`config.mk`:
```
export PLATFORM = sky130hd
export DESIGN_NAME = dmem_mmio
export DESIGN_NICKNAME = d
export VERILOG_FILES = /design/src/rtl/dmem_mmio.sv
export SDC_FILE = /design/constraint.sdc
export NUM_CORES = 2
export LEC_CHECK = 0
export ABC_AREA = 1
export BUFFER_PORTS_ARGS = -buffer_cell sky130_fd_sc_hd__buf_4
export CAP_MARGIN = 10
export CELL_PAD_IN_SITES_DETAIL_PLACEMENT = 1
export CELL_PAD_IN_SITES_GLOBAL_PLACEMENT = 2
export CORE_AREA = 2 2 461 508
export DETAILED_ROUTE_END_ITERATION = 10
export DIE_AREA = 0 0 463 510
export GPL_TIMING_DRIVEN = 0
export HOLD_SLACK_MARGIN = 0.02
export PLACE_DENSITY = 0.85
export SYNTH_ARGS = -nofsm -noshare
export SYNTH_HDL_FRONTEND = slang
export SYNTH_SLANG_ARGS = --single-unit
```
`constraint.sdc`:
```
create_clock -name clk -period 3.9 [get_ports clk]
set_clock_uncertainty 0.2 [all_clocks]
set_input_delay 0.39 -clock clk [delete_from_list [all_inputs] [get_ports clk]]
set_output_delay 0.39 -clock clk [all_outputs]
set_load 0.02 [all_outputs]
```
`src/rtl/dmem_mmio.sv`:
```
// Data-side memory stage: word-addressed data RAM plus an MMIO page holding
// LEDs, synchronized switches, a free-running cycle counter and a down-counting timer.
module dmem_mmio #(
    parameter int RAM_WORDS = 64,
    parameter int GPIO_W    = 8
) (
    input  logic              clk,
    input  logic              reset,
    input  logic              memwrite,
    input  logic [31:0]       addr,
    input  logic [31:0]       writedata,
    output logic [31:0]       readdata,
    input  logic [GPIO_W-1:0] sw,
    output logic [GPIO_W-1:0] led,
    output logic              irq
);

    localparam int AW = $clog2(RAM_WORDS);

    localparam logic [5:0] OFF_LED   = 6'h00;
    localparam logic [5:0] OFF_SW    = 6'h01;
    localparam logic [5:0] OFF_CYCLE = 6'h02;
    localparam logic [5:0] OFF_LOAD  = 6'h03;
    localparam logic [5:0] OFF_CTRL  = 6'h04;
    localparam logic [5:0] OFF_COUNT = 6'h05;

    logic [31:0]       ram_q [RAM_WORDS];

    logic [GPIO_W-1:0] led_q,   led_d;
    logic [GPIO_W-1:0] sw_s1_q, sw_s2_q;
    logic [31:0]       cycle_q, cycle_d;
    logic [31:0]       load_q,  load_d;
    logic [31:0]       count_q, count_d;
    logic              en_q,    en_d;
    logic              auto_q,  auto_d;
    logic              exp_q,   exp_d;

    logic              is_mmio;
    logic [5:0]        word_off;
    logic [AW-1:0]     ram_idx;
    logic              ram_we;
    logic              led_we, load_we, ctrl_we;
    logic              expire;

    assign is_mmio  = (addr[31:8] == 24'hFFFFFF);
    assign word_off = addr[7:2];
    assign ram_idx  = addr[AW+1:2];

    assign ram_we  = memwrite && !is_mmio;
    assign led_we  = memwrite && is_mmio && (word_off == OFF_LED);
    assign load_we = memwrite && is_mmio && (word_off == OFF_LOAD);
    assign ctrl_we = memwrite && is_mmio && (word_off == OFF_CTRL);

    // Expiry is the 1 -> 0 step of an enabled count.
    assign expire = en_q && (count_q == 32'd1);

    always_comb begin
        led_d   = led_q;
        cycle_d = cycle_q + 32'd1;
        load_d  = load_q;
        count_d = count_q;
        en_d    = en_q;
        auto_d  = auto_q;
        exp_d   = exp_q;

        if (led_we) begin
            led_d = writedata[GPIO_W-1:0];
        end

        if (en_q && (count_q != 32'd0)) begin
            if (expire && auto_q) begin
                count_d = load_q;
            end else begin
                count_d = count_q - 32'd1;
            end
        end

        // A LOAD write overrides any decrement or reload on the same edge.
        if (load_we) begin
            load_d  = writedata;
            count_d = writedata;
        end

        if (ctrl_we) begin
            en_d   = writedata[0];
            auto_d = writedata[1];
            if (writedata[2]) begin
                exp_d = 1'b0;
            end
        end

        // Set after clear so a same-edge expiry beats the W1C.
        if (expire) begin
            exp_d = 1'b1;
        end
    end

    always_ff @(posedge clk or negedge reset) begin
        if (!reset) begin
            led_q   <= '0;
            sw_s1_q <= '0;
            sw_s2_q <= '0;
            cycle_q <= '0;
            load_q  <= '0;
            count_q <= '0;
            en_q    <= 1'b0;
            auto_q  <= 1'b0;
            exp_q   <= 1'b0;
        end else begin
            led_q   <= led_d;
            sw_s1_q <= sw;
            sw_s2_q <= sw_s1_q;
            cycle_q <= cycle_d;
            load_q  <= load_d;
            count_q <= count_d;
            en_q    <= en_d;
            auto_q  <= auto_d;
            exp_q   <= exp_d;
        end
    end

    // RAM contents are deliberately not reset.
    always_ff @(posedge clk) begin
        if (ram_we) begin
            ram_q[ram_idx] <= writedata;
        end
    end

    always_comb begin
        readdata = 32'd0;
        if (!is_mmio) begin
            readdata = ram_q[ram_idx];
        end else begin
            case (word_off)
                OFF_LED:   readdata = 32'(led_q);
                OFF_SW:    readdata = 32'(sw_s2_q);
                OFF_CYCLE: readdata = cycle_q;
                OFF_LOAD:  readdata = load_q;
                OFF_CTRL:  readdata = {29'd0, exp_q, auto_q, en_q};
                OFF_COUNT: readdata = count_q;
                default:   readdata = 32'd0;
            endcase
        end
    end

    assign led = led_q;
    assign irq = exp_q;

endmodule

```
Yosys cells after proc, flatten, opt, wreduce, memory -nomap -nowiden
Memory sizes are Yosys's and may differ from the RTL's.
Index checks and enable logic that the tools add are counted.
- register bits after elaboration: 123
- bits in latches: 0
- RAM bits: 2048
- memory bits (read-only): 0
- bits of input ports: 75
- output and inout bits: 41
- memories kept: 1
- add/subtract/negate cells: 2
- $mul: 0
- div/mod/pow operators: 0
- magnitude comparators: 0
- equal/unequal tests: 7
- shift operators: 0
- mux-type cells: 10
- bitwise logic cells: 0
- reductions and logical operators: 15
- memory list (name ; depth ; bits a word ; read ports ; clocked after memory_dff ; wr ports ; RTL line ; source):
    ram_q ; 64 ; 32 ; 1 ; 0 ; 1 ; 27 ; logic [31:0] ram_q [RAM_WORDS];
- operators with widths (kind ; number):
    $pmux W32 S6 ; 1
    $mux W32 ; 4
    $add A32 B1 Y32 const B ; 1
    $eq A32 B1 Y1 const B ; 1
    $reduce_bool A32 Y1 ; 1
    $sub A32 B1 Y32 const B ; 1
    $eq A24 B24 Y1 const B ; 1
    $eq A6 B2 Y1 const B ; 2
    $eq A6 B3 Y1 const B ; 2
    $logic_and A1 B1 Y1 ; 8
    $eq A6 B1 Y1 const B ; 1
    $logic_not A6 Y1 ; 1
    $reduce_bool A2 Y1 ; 3
    $mux W1 ; 5
    $reduce_and A2 Y1 ; 1
    $logic_not A1 Y1 ; 1

Logic depth before layout (Yosys ltp)
- word-level depth: 6
- depth in mapped cells: 17

Least setup slack after synthesis
No wires, ideal clock.
- path kind: input -> register
- from: in addr[3]
- to: mem ram_q[15][0], enable pin
- data arrival time: 2.897 ns
- required time: 3.279 ns
- setup slack: 0.382 ns
- stages: 6
- cell sequence: buf_2 -> buf_2 -> buf_2 -> buf_1 -> nand4_1 -> nor2_1
- RTL lines (item ; RTL line ; source):
    from (decl) ; 10 ; input logic [31:0] addr,
    to (decl) ; 27 ;
Straight into the memory's write port.

Worst setup path in the final report
- from: in addr[2]
- to: out readdata[3]
- cells in the longest elaborated chain, start to end: 3
- elaborated cells on any way between the ends: 9
- classes of those cells: 5 x eq/ne; 2 x mux; 1 x reduce/logical; 1 x memory
- ends and longest elaborated chain (item ; RTL line ; source):
    parallel branches: the longest is 2 deep, another holds $mem_v2 Z64 W32 ; -- ;
    $mux W32 * ; 131 ; if (!is_mmio) begin
    to (decl) ; 12 ; output logic [31:0] readdata,
Mark *: on every way between the ends.

==> impl_metrics.yaml <==
run_status:
  status: "finished, violations left"
  violations: "negative setup slack"
route:
  routed_via_density: 5.465
  wl_um: 374700
  drt.antenna.violating_nets: 0
  drtIter0Drc: 9092
  drc: 0
  drtPass1Iterations: 8
  wl_per_cell_um: 29.44
  via_count: 69560
layout:
  layout_commonest_cell: "nand2_1"
  post_route_cells_drive_above_1_share: 0.09954
  layout.cells.non_filler: 12728
  layout_common_cells: "nand2_1, edfxtp_1, nand3_1, inv_1, clkbuf_16"
  fin_area_um2: 107000
  area_growth_pct: 16.38
  postLayoutCoreUtil: 0.4638
  final_nets: 9525
sta:
  finalHoldViolCount: 0
  period_share: 1.026
  fmax_ghz: 0.2498
  tns_ns: -2.232
  rsz0062_at_grt: "yes"
  slew_violations: 0
  period_minus_slack_ns: 4.002
  finalWorstSetupSlack_ns: -0.1024
  worst_pin_slew_ns: 1.411
  setup_viol: 82
  maxSlewHeadroom: 0.05930
worst_setup_path:
  critPathKind: "primary input to output port"
  crit_arrival_ns: 3.41
  cp-start-kind: "primary input"
  regToRegSetupSlack_ns: 1.04
  cp_max_fo: 10
  regToRegStartpoint: "count_q[14]"
  cp.required_ns: 3.31
  timing.rr.end: "count_q[2]"
  crit_start: "addr[2]"
  worstRegToRegCells: 10
  crit_end: "readdata[3]"
  worstSetupEndpointType: "output port"
yosys:
  synth_cell_types: 42
  syn_avg_cell_area_um2: 10.23
  ys_warn_count: 0
  synth_area_um2: 91970
  ys_ff_latch: 2171
  synth_top_cell_by_area: "edfxtp_1"
  syn_inst: 8990
  synthesis.nets: 9068
  netlist_top_cells_area: "edfxtp_1, nand2_1, dfrtp_1"
  netlist.area_leader.share: 0.6687
  seq_area_frac_synth: 0.7022
job:
  maxCapViolations: 0
placed_design:
  gp_congestion: 0.9551
  place_area_um2: 98760
  placedCellCount: 12261
  port_buffers: 110
  post-place-ws_ns: -1.517
  hpwl_um: 250300
floorplanning:
  die_h_um: 510
  start_util: 0.3985
  io_pins: 116
  die_w_um: 463
  rows: 185
  die_area_um2: 236100
  core_um2: 230800
grt:
  grt_pass1_wl_um: 521500
  overflow: 0
  grt_pass1_vias: 71320
  grt_max_degree: 68
  antenna_found_initial: 30
  grt_usage: 0.3127
hold_path:
  min_path_cells: 1
  hold_path_class: "primary input to flop"
  min_from: "writedata[18]"
cts:
  clockRootBuffer: "clkbuf_16"
  cts_sinks: 2171
  cts.path.max_buffers: 3
  clk_pin_slew_ns: 0.06
  tritoncts: "built"
  cts.htree.levels: 4
  insertion_delay_ns: 0.90
  numCtsBuffers: 221
power_and_ir_drop:
  ir_worst_vdd_uv: 439.9
  p_per_area_nw_per_um2: 477.8
  p_leak_nw: 43.66
-- sequential cells by signal, summed over array words and instances, names as in the netlist --
name and count:
sw_s1_q 8, led 8, load_q 32, en_q 1, ram_q 2048, sw_s2_q 8
count_q 32, irq 1, auto_q 1, cycle_q 32
-- cells in the mapped netlist --
library cell,instances
nand2_1,5188
edfxtp_1,2048
nand3_1,382
inv_1,236
nor2_1,212
clkbuf_1,199
buf_2,188
dfrtp_1,123
nand4_1,114
o21ai_0,56
buf_1,39
xor2_1,34
a22oi_1,24
buf_4,22
a21oi_1,19
nor3_1,19
o21ai_1,13
o221ai_1,13
o211ai_1,9
inv_2,7
nor2_2,4
nor4_1,4
o21bai_1,4
ha_1,3
mux2_2,3
nand2_2,3
o2111ai_1,3
o21a_1,3
xnor2_1,3
nand2_4,2
nor2_4,2
a2111oi_2,1
and2_1,1
clkinv_1,1
nand3_2,1
nand3b_1,1
nand4_2,1
nor3_4,1
nor3b_1,1
o21ai_2,1
o22ai_1,1
or2_2,1
-- routing by layer --
| layer | wire [µm] | vias to the layer above | share of wire | track usage |
|---|---|---|---|---|
| li1 | - | 30487 | - | - |
| met1 | 144400 | 35115 | 0.39 | 0.3968 |
| met2 | 174000 | 3250 | 0.46 | 0.5034 |
| met3 | 34190 | 702 | 0.091 | 0.06553 |
| met4 | 22050 | 6 | 0.059 | 0.1699 |
| met5 | 53 | - | 0.00014 | 0 |
-- kinds of logic after synthesis --
family	Yosys count	synth area share
compound gates	147	0.009904
xor+xnor	37	0.003524
fa+ha+maj	3	0.0004082
buf+inv	692	0.03170
flops	2171	0.7022
mux	3	0.0003673
simple gates	5937	0.2519
-- layout make-up --
class	count	area (µm²)
Inverter	244	919.6
Antenna cell	9	22.52
Buffer	448	2305
Clock inverter	145	1375
Clock buffer	265	5789
Multi-Input combinational cell	6127	25210
Timing Repair Buffer	234	2967
Sequential cell	2171	64580
Tap cell	3085	3860
Fill cell	25303	123700
-- power breakdown --
part           internal (mW)  switching, mW  leakage (nW)  total [mW]
Combinational          0.843           3.20          20.1        4.04
Clock                   11.9           9.48          3.51        21.4
Sequential              25.7         0.0404          20.0        25.7
-- critical path: stages --
cell	delay, ns
buf_4	0.22
inv_2	0.10
buf_8	0.21
buf_4	0.23
clkbuf_4	0.24
nand2_1	0.08
nand2_1	0.05
nand2_1	0.05
nand2_1	0.13
nand2_1	0.12
nand2_1	0.20
inv_1	0.19
nand2_1	0.11
nand2_1	0.12
nand2_1	0.10
o21ai_2	0.46
nand2_1	0.16
buf_4	0.20
-- how the worst min path moves through the flow --
stage / end / slack (ns)
3_5_place_dp: sw_s2_q[0] / 0.14
6_report: ram_q[30][18] / 0.06
3_3_place_gp: sw_s2_q[7] / 0.14
4_1_cts: ram_q[49][25] / 0.02
5_1_grt: ram_q[19][24] / 0.04
2_1_floorplan: auto_q / -0.11
-- metrics by stage --
| step | hold WS, ns | total power [mW] |
|---|---|---|
| finish | 0.06272 | 51.14 |
| global placement | 0.1362 | 29.89 |
| detailed placement | 0.1362 | 30.03 |
| global route | 0.04288 | 52.28 |
| floorplan | -0.1056 | 27.81 |
| CTS | 0.02034 | 51.18 |
-- timing repair --
action | CTS | global route
cloned | 0 | 0
pin swaps | 4 | 3
endpoints found under the hold margin | 261 | 24
hold buffers | 31 | 1
buffers inserted | 11 | 3
gates resized for setup | 171 | 102
setup endpoints to repair | 634 | 79
No activity file was read; power rests on OpenSTA's default activity.
